==> src/rtl/lane_queue_pkg.sv <==
// Shared types and configuration check for the multi-lane queue and lane compaction logic.
package lane_queue_pkg;

  localparam int LQ_MAX_LANES = 8;

  typedef logic [$clog2(LQ_MAX_LANES)-1:0]   lane_idx_t;
  typedef logic [$clog2(LQ_MAX_LANES+1)-1:0] lane_cnt_t;

  // Depth must be a power of two so pointers wrap for free, and hold two full lane groups.
  function automatic bit lq_cfg_ok(input int lanes, input int depth);
    return (lanes >= 1) && (lanes <= LQ_MAX_LANES) &&
           (depth >= 2 * lanes) && ((depth & (depth - 1)) == 0);
  endfunction

endpackage

==> src/rtl/lane_queue_if.sv <==
// Producer/consumer bundle of the lane queue: enqueue lanes, dequeue lanes, flush and occupancy.
interface lane_queue_if #(
  parameter int WIDTH = 64,
  parameter int LANES = 2,
  parameter int DEPTH = 8
);
  localparam int CW = $clog2(DEPTH + 1);

  logic                         flush;
  logic [LANES-1:0]             enq_valid;
  logic [LANES-1:0][WIDTH-1:0]  enq_data;
  logic                         enq_ready;
  logic [LANES-1:0]             deq_valid;
  logic [LANES-1:0][WIDTH-1:0]  deq_data;
  logic [LANES-1:0]             deq_ready;
  logic [CW-1:0]                count;

  modport master (
    output flush, enq_valid, enq_data, deq_ready,
    input  enq_ready, deq_valid, deq_data, count
  );

  modport slave (
    input  flush, enq_valid, enq_data, deq_ready,
    output enq_ready, deq_valid, deq_data, count
  );
endinterface

==> src/rtl/lane_queue_compact.sv <==
// lane_compact: packs sparse valid lanes to the low lanes in lane order and counts them.
// Purely combinational.
module lane_compact
  import lane_queue_pkg::*;
#(
  parameter int WIDTH = 64,
  parameter int LANES = 2
) (
  input  logic [LANES-1:0]             i_vld,
  input  logic [LANES-1:0][WIDTH-1:0]  i_dat,
  output logic [LANES-1:0]             o_vld,
  output logic [LANES-1:0][WIDTH-1:0]  o_dat,
  output lane_cnt_t                    o_cnt
);

  lane_cnt_t w_pos;

  always_comb begin
    w_pos = '0;
    o_dat = '0;
    for (int i = 0; i < LANES; i++) begin
      for (int j = 0; j < LANES; j++) begin
        if (i_vld[i] && (w_pos == lane_cnt_t'(j))) o_dat[j] = i_dat[i];
      end
      w_pos = w_pos + lane_cnt_t'(i_vld[i]);
    end
  end

  always_comb begin
    o_vld = '0;
    for (int i = 0; i < LANES; i++) o_vld[i] = (lane_cnt_t'(i) < w_pos);
  end

  assign o_cnt = w_pos;

endmodule

==> src/rtl/lane_queue.sv <==
// lane_queue: multi-lane elastic FIFO with in-order multi-entry dequeue and single-cycle flush.
// Optional zero-latency empty-queue bypass enabled by defining LANE_QUEUE_BYPASS_EN.
module lane_queue
  import lane_queue_pkg::*;
#(
  parameter int WIDTH = 64,
  parameter int LANES = 2,
  parameter int DEPTH = 8
) (
  input  logic         clk,
  input  logic         resetn,
  lane_queue_if.slave  q
);

  localparam int PW = $clog2(DEPTH);
  localparam int CW = $clog2(DEPTH + 1);

  if (!lq_cfg_ok(LANES, DEPTH)) begin : g_cfg_err
    $error("lane_queue: illegal LANES/DEPTH combination");
  end

  logic [WIDTH-1:0]            r_mem [DEPTH];
  logic [PW-1:0]               r_head;
  logic [PW-1:0]               r_tail;
  logic [CW-1:0]               r_count;

  logic                        w_enq_rdy;
  logic                        w_enq_fire;
  logic [LANES-1:0]            w_cmp_vld;
  logic [LANES-1:0][WIDTH-1:0] w_cmp_dat;
  lane_cnt_t                   w_n_enq;
  logic [LANES-1:0]            w_mem_vld;
  logic [LANES-1:0][WIDTH-1:0] w_mem_dat;
  logic [LANES-1:0]            w_deq_vld;
  logic [LANES-1:0][WIDTH-1:0] w_deq_dat;
  lane_cnt_t                   w_n_deq;
  lane_cnt_t                   w_skip;
  lane_cnt_t                   w_n_pop;
  lane_cnt_t                   w_n_add;
  logic                        w_run;
  logic                        w_rdy_prefix;

  lane_compact #(.WIDTH(WIDTH), .LANES(LANES)) u_compact (
    .i_vld (q.enq_valid),
    .i_dat (q.enq_data),
    .o_vld (w_cmp_vld),
    .o_dat (w_cmp_dat),
    .o_cnt (w_n_enq)
  );

  // Readiness looks only at registered occupancy, so deq_ready never reaches enq_ready.
  assign w_enq_rdy  = (r_count <= CW'(DEPTH - LANES));
  assign w_enq_fire = w_enq_rdy && !q.flush;

  always_comb begin
    w_mem_vld = '0;
    w_mem_dat = '0;
    for (int i = 0; i < LANES; i++) begin
      w_mem_vld[i] = (r_count > CW'(i)) && !q.flush;
      w_mem_dat[i] = r_mem[r_head + PW'(i)];
    end
  end

`ifdef LANE_QUEUE_BYPASS_EN
  logic w_byp;
  // Empty queue: incoming lanes are presented directly; taken ones never touch storage.
  assign w_byp     = (r_count == '0) && w_enq_fire;
  assign w_deq_vld = w_byp ? w_cmp_vld : w_mem_vld;
  assign w_deq_dat = w_byp ? w_cmp_dat : w_mem_dat;
  assign w_skip    = w_byp ? w_n_deq : '0;
  assign w_n_pop   = w_byp ? '0 : w_n_deq;
`else
  assign w_deq_vld = w_mem_vld;
  assign w_deq_dat = w_mem_dat;
  assign w_skip    = '0;
  assign w_n_pop   = w_n_deq;
`endif

  // Only the leading run of valid&&ready lanes is consumed.
  always_comb begin
    w_n_deq = '0;
    w_run   = 1'b1;
    for (int i = 0; i < LANES; i++) begin
      w_run   = w_run & w_deq_vld[i] & q.deq_ready[i];
      w_n_deq = w_n_deq + lane_cnt_t'(w_run);
    end
  end

  assign w_n_add = w_enq_fire ? (w_n_enq - w_skip) : '0;

  always_ff @(posedge clk) begin
    for (int i = 0; i < LANES; i++) begin
      if (w_enq_fire && w_cmp_vld[i] && (lane_cnt_t'(i) >= w_skip))
        r_mem[r_tail + PW'(i) - PW'(w_skip)] <= w_cmp_dat[i];
    end
  end

  always_ff @(posedge clk or negedge resetn) begin
    if (!resetn) begin
      r_head  <= '0;
      r_tail  <= '0;
      r_count <= '0;
    end else if (q.flush) begin
      r_head  <= '0;
      r_tail  <= '0;
      r_count <= '0;
    end else begin
      r_head  <= r_head + PW'(w_n_pop);
      r_tail  <= r_tail + PW'(w_n_add);
      r_count <= r_count + CW'(w_n_add) - CW'(w_n_pop);
    end
  end

  assign q.enq_ready = w_enq_rdy;
  assign q.deq_valid = w_deq_vld;
  assign q.deq_data  = w_deq_dat;
  assign q.count     = r_count;

  assign w_rdy_prefix = ((q.deq_ready & (q.deq_ready + LANES'(1))) == '0);

  a_deq_ready_prefix: assert property (@(posedge clk) disable iff (!resetn) w_rdy_prefix);

endmodule

==> src/flat_wrapper.sv <==
// flat-port wrapper written by rule: the top's interface ports become plain ports
module lane_queue_flat import lane_queue_pkg::*;
#(
  parameter int WIDTH = 64,
  parameter int LANES = 2,
  parameter int DEPTH = 8
)
  (clk, resetn, q_flush, q_enq_valid, q_enq_data, q_deq_ready, q_enq_ready, q_deq_valid, q_deq_data, q_count);
  lane_queue_if #(.WIDTH(WIDTH), .LANES(LANES), .DEPTH(DEPTH)) q_i ();
  input  logic clk;
  input  logic resetn;
  input wire logic [$bits(q_i.flush)-1:0] q_flush;
  input wire logic [$bits(q_i.enq_valid)-1:0] q_enq_valid;
  input wire logic [$bits(q_i.enq_data)-1:0] q_enq_data;
  input wire logic [$bits(q_i.deq_ready)-1:0] q_deq_ready;
  output wire logic [$bits(q_i.enq_ready)-1:0] q_enq_ready;
  output wire logic [$bits(q_i.deq_valid)-1:0] q_deq_valid;
  output wire logic [$bits(q_i.deq_data)-1:0] q_deq_data;
  output wire logic [$bits(q_i.count)-1:0] q_count;
  assign q_i.flush = q_flush;
  assign q_i.enq_valid = q_enq_valid;
  assign q_i.enq_data = q_enq_data;
  assign q_i.deq_ready = q_deq_ready;
  assign q_enq_ready = q_i.enq_ready;
  assign q_deq_valid = q_i.deq_valid;
  assign q_deq_data = q_i.deq_data;
  assign q_count = q_i.count;
  lane_queue #(.WIDTH(WIDTH), .LANES(LANES), .DEPTH(DEPTH)) u_core (.clk(clk), .resetn(resetn), .q(q_i));
endmodule
==> config.mk <==
export PLATFORM = sky130hd
export DESIGN_NAME = lane_queue_flat
export DESIGN_NICKNAME = d
export VERILOG_FILES = /design/src/rtl/lane_queue_pkg.sv /design/src/rtl/lane_queue_if.sv /design/src/rtl/lane_queue_compact.sv /design/src/rtl/lane_queue.sv /design/src/flat_wrapper.sv
export SDC_FILE = /design/constraint.sdc
export NUM_CORES = 1
export LEC_CHECK = 0
export BUFFER_PORTS_ARGS = -buffer_cell sky130_fd_sc_hd__buf_2
export CAP_MARGIN = 0
export CELL_PAD_IN_SITES_DETAIL_PLACEMENT = 1
export CELL_PAD_IN_SITES_GLOBAL_PLACEMENT = 2
export CORE_ASPECT_RATIO = 1.25
export CORE_MARGIN = 3
export CORE_UTILIZATION = 25
export DETAILED_ROUTE_END_ITERATION = 7
export HOLD_SLACK_MARGIN = 0.03
export PLACE_DENSITY = 0.49
export SYNTH_ARGS = -nofsm -noshare
export SYNTH_HDL_FRONTEND = slang
export SYNTH_SLANG_ARGS = --single-unit
==> constraint.sdc <==
create_clock -name clk -period 10.9 [get_ports clk]
set_input_delay 0.545 -clock clk [delete_from_list [all_inputs] [get_ports clk]]
set_output_delay 0.545 -clock clk [all_outputs]
set_load 0.05 [all_outputs]
Word-level counts from Yosys, hierarchy flattened:

Memories as Yosys holds them, arrays and structs flattened.
Cells that the tools add are included.

* add/subtract/negate cells: 8
* $lt $le $gt $ge: 5
* multiplexer cells: 11
* bitwise operators: 3
* reduce and logical (&&, ||, !) cells: 9

Operators by type and width (number)
* two-way mux 64 bit: 3
* > comparator 4 x 1 -> 1 bit, second input constant: 2
* logical AND 1 bit: 7
* adder 3 x 1 -> 3 bit, second input constant: 2
* adder 3 bit: 2
* two-way mux 3 bit: 2
* adder 1 x 1 -> 2 bit: 2
* adder 4 bit: 1
* less-or-equal comparator 4 x 3 -> 1 bit, second input constant: 1
* zero test 4 bit: 1
* less-than comparator 1 x 2 -> 1 bit, first input constant: 2
* two-way mux 1 bit: 4
* two-way mux 4 bit: 1
* subtractor 4 bit: 1
* bitwise AND 1 bit: 3
* two-way mux 2 bit: 1
* zero test 1 bit: 1

* flip-flop bits (word level): 10
* memory bits (writable): 512
* input bits: 135
* output and inout bits: 135
* logic and storage cells: 40
* memories kept: 1

Memories
* u_core.r_mem: words 8, width 64, read ports 2, clocked after Yosys merged registers in 0, write ports 2, RTL line lane_queue.sv:22 `logic [WIDTH-1:0] r_mem [DEPTH];`

Depth between registers and ports, before layout:

* depth in word-level cells: 8
* gate-level depth with buffers: 12
* depth with buffers taken out: 11

Hierarchy:

A second synthesis with hierarchy kept.

* cells, all modules: 1794
* area, all modules: 31219.9 um^2

By module, submodules not included
* lane_queue: times used 1, cells an instance 1631, area an instance 30021.3 um^2, sequential area each 15625.0 um^2
* lane_compact: times used 1, cells an instance 163, area an instance 1198.6 um^2, sequential area each 0.0 um^2

Worst setup path after synthesis:

Ideal clock, no wire load.

* path type: reg2reg
* start point: reg u_core.r_count[3], in the netlist u_core.q.count[3]
* end point: mem u_core.r_mem[5][0] (enable)
* library setup time: 0.661 ns
* arrival: 8.093 ns
* data required time: 10.239 ns
* setup slack: 2.146 ns
* stages on the path, launching flop included: 7
* buffers on the path: 1
* clock period less this slack: 8.754 ns
* cell sequence: dfrtp_1 inv_1 ha_1 nand3_1 clkbuf_1 nand3b_1 o41ai_1

RTL lines
* from (decl): RTL line lane_queue.sv:25 `logic [CW-1:0] r_count;`
* from (signal assigned): RTL line lane_queue.sv:110 `r_count <= r_count + CW'(w_n_add) - CW'(w_n_pop);`
* to (decl): RTL line lane_queue.sv:22

Worst setup path after layout:

* start point: reg u_core.r_head[0]
* end point: out q_deq_data[31]

* cells in the longest elaborated chain, start to end: 1

RTL lines
* from (decl): RTL line lane_queue.sv:23 `logic [PW-1:0] r_head;`
* from (signal assigned): RTL line lane_queue.sv:108 `r_head <= r_head + PW'(w_n_pop);`
* memory (8 x 64 bit)
* to (decl): RTL line flat_wrapper.sv:18 `output wire logic [$bits(q_i.deq_data)-1:0] q_deq_data;`

Every way passes these cells.

==> impl_metrics.py <==
metrics = {
    "power": {
        "p_int_mw": 4.83,
        "power_density_nw_per_um2": 215,
        "p_clk_share_pct": 27.2,
        "vdd_drop_max_uv": 125,
        "switchingPower_mw": 3.00,
        "sw_frac_of_total_pct": 38.3,
        "p_leak_nw": 12.9,
        "power_frac_comb_pct": 41.7,
        "pwr-share-seq_pct": 31.1,
    },
    "critical_path": {
        "critPathMaxFanout": 52,
        "path_class": "reg2out",
        "crit_arrival_ps": 5330,
        "critPathCaptureType": "output pin",
        "cp.required_ps": 10360,
        "cp-start-kind": "flop",
    },
    "run": {
        "cap_viol_max_count": 0,
    },
    "outcome": {
        "status": "finished clean",
    },
    "global_routing": {
        "antenna_found_initial": 15,
        "grt_use_met1_pct": 22.2,
        "grt_pass1_wl_um": 160000,
        "grt_pass1_vias": 20400,
        "met3_usage_pct": 2.48,
        "grtUsageMet2_pct": 30.4,
        "grt_use_total_pct": 17.3,
        "grt_max_degree": 65,
        "grt_overflow": 0,
        "grt-busiest-layer": "met2",
    },
    "clock_network": {
        "cts_hold_buf": 1,
        "cts_tree": "yes",
        "cts_sinks": 522,
        "cts_resized": 0,
        "h-tree-depth": 3,
        "clock-root-buffer": "clkbuf_16",
        "numCtsBuffers": 67,
        "post_cts_buffers": 0,
        "cts_max_path_buffers": 3,
        "clkLatencyLatePin_ps": 640,
        "clk_pin_slew_ps": 60,
    },
    "sta": {
        "post-route-min-period_ps": 5870,
        "max_freq_mhz": 170,
        "timing.slew.headroom_pct": 28.4,
        "rsz0062_at_grt": "false",
        "worst_slew_pin_slew_ps": 1070,
        "setup_viol": 0,
        "slew_viol_final": 0,
        "post-route-period-util_pct": 53.9,
        "tns_ps": 0,
        "skew_ps": 22.9,
        "hold-worst-slack_ps": 318,
        "final_hold_viol_count": 0,
    },
    "synthesis": {
        "synth-seq-cells": 522,
        "synth_cell_type_count": 41,
        "synth-async-reset-ratio_pct": 1.92,
        "synth-main-ff-cell": "edfxtp_1",
        "avgSynthCellArea_um2": 17.7,
        "synth_edf_count": 512,
        "synth_fp_nets": 1938,
        "synthesis.area_um2": 31600,
        "syn_inst": 1785,
        "yosysWarnings": 0,
        "ys_seq_area_share_pct": 49.4,
    },
    "die": {
        "die_h_um": 404,
        "start_util_pct": 25.2,
        "core_area_um2": 125000,
        "row_count": 145,
        "die_x_um": 324,
        "dieArea_um2": 131000,
        "top_level_ports": 270,
    },
    "detailed_routing": {
        "first_iter_violations": 1181,
        "wl_um": 114000,
        "num_vias": 18300,
        "viasPerCell": 4.92,
        "wl_per_cell_um": 30.8,
        "detail_route.first_pass.iterations": 4,
        "antenna_left": 0,
        "drc": 0,
    },
    "placed_design": {
        "numPortBuffers": 269,
        "place.gp.congestion": 0.700,
        "dp_hpwl_um": 66500,
        "postPlaceCellArea_um2": 34400,
    },
    "cells_and_area": {
        "nets": 2121,
        "fin_area_um2": 36500,
        "drive_above_1_share_pct": 59.4,
        "area_delta_synth_final_pct": 15.3,
        "final_common_cell": "edfxtp_1",
        "layout_common_cells": "edfxtp_1, mux2_2, buf_2",
    },
    "worst_hold_path": {
        "hp-class": "in2reg",
    },
}
cells in the mapped netlist, drive strengths merged (2+ instances only):
cell type  number  area [um^2]
a21oi           2         10.0
a22o           63          552
and2            4         25.0
and4bb          2         25.0
buf           178         1100
clkbuf         31          116
dfrtp          10          250
edfxtp        512        15400
fa              4         80.1
ha             14          175
inv            15         56.3
mux2          641         7740
mux4          256         5770
nand2           6         22.5
nand4           8         50.1
nor2            5         18.8
nor2b           7         43.8
o21ai           4         20.0
o41ai           4         35.0
xnor2           3         33.8
xor2            3         33.8
metal layers:
metal,wire (um),vias up
met4,2210,6
met3,4190,132
met2,58600,415
met1,49400,9986
met5,51,-
li1,-,7721
critical path, stage by stage, from the launching register on:
cell,delay [ps]
dfrtp_4,430
buf_4,650
buf_4,820
buf_4,660
buf_4,790
mux4_2,610
mux2_2,320
buf_2,220
cells by family (layout without fill, tap and decap cells):
group	after synthesis	after routing	share of synthesized area, %
buf+inv	224	457	4.03
flops	522	522	49.4
other cells	0	5	0
simple gates	41	41	0.838
compound gates	77	77	2.05
fa+ha+maj	18	18	0.807
mux	897	897	42.7
xor+xnor	6	6	0.214
final cells by class:
cell class / instances / area (um^2)
Fill cell: 13000 / 88900
Sequential cell: 522 / 15600
Multi-Input combinational cell: 1039 / 14900
Tap cell: 1690 / 2110
Clock buffer: 91 / 1830
Timing Repair Buffer: 323 / 1770
Clock inverter: 28 / 208
Inverter: 15 / 56.3
Antenna cell: 5 / 12.5
final timing paths:
check | start | endpoint | slack, ps | cells after the start
worst max-delay path | u_core.r_head[0]$_DFF_PN0_ | q_deq_data[31] | 5030 | 7
worst min-delay path | q_enq_data[106] | u_core.r_mem[6][42]$_DFFE_PP_ | 320 | 2
worst max register to register | u_core.q.count[3]$_DFF_PN0_ | u_core.r_mem[5][23]$_DFFE_PP_ | 7110 | 7
worst min register to register | u_core.r_tail[1]$_DFF_PN0_ | u_core.r_tail[1]$_DFF_PN0_ | 830 | 2
max in group asynchronous | resetn | u_core.r_head[1]$_DFF_PN0_ | 10270 | 2
min in group asynchronous | resetn | u_core.q.count[0]$_DFF_PN0_ | 350 | 2
power groups by stage:
stage          clock network (mW)  logic, mW  registers [mW]
2_1_floorplan                   0       2.50            2.48
3_3_place_gp                    0       3.31            2.47
3_5_place_dp                    0       3.33            2.48
4_1_cts                      2.22       3.34            2.44
5_1_grt                      2.28       3.47            2.45
6_report                     2.13       3.26            2.44
metrics by stage:
stage / utilization, % / setup slack (ps) / total power, mW / cells
2_1_floorplan: - / 2150 / 4.99 / 1785
6_report: 29.1 / 5030 / 7.83 / 3713
4_1_cts: 29.1 / 4830 / 8.00 / 3708
3_3_place_gp: 27.5 / 5640 / 5.78 / 3588
3_5_place_dp: 27.5 / 5540 / 5.81 / 3588
5_1_grt: 29.1 / 4610 / 8.20 / 3710
registers in the layout (all words and copies together), names as in the netlist:
name and flops:
u_core.r_mem 512, u_core.r_tail 3, u_core.r_head 3, u_core.q.count 4
Power figures use the tool's default switching activity.
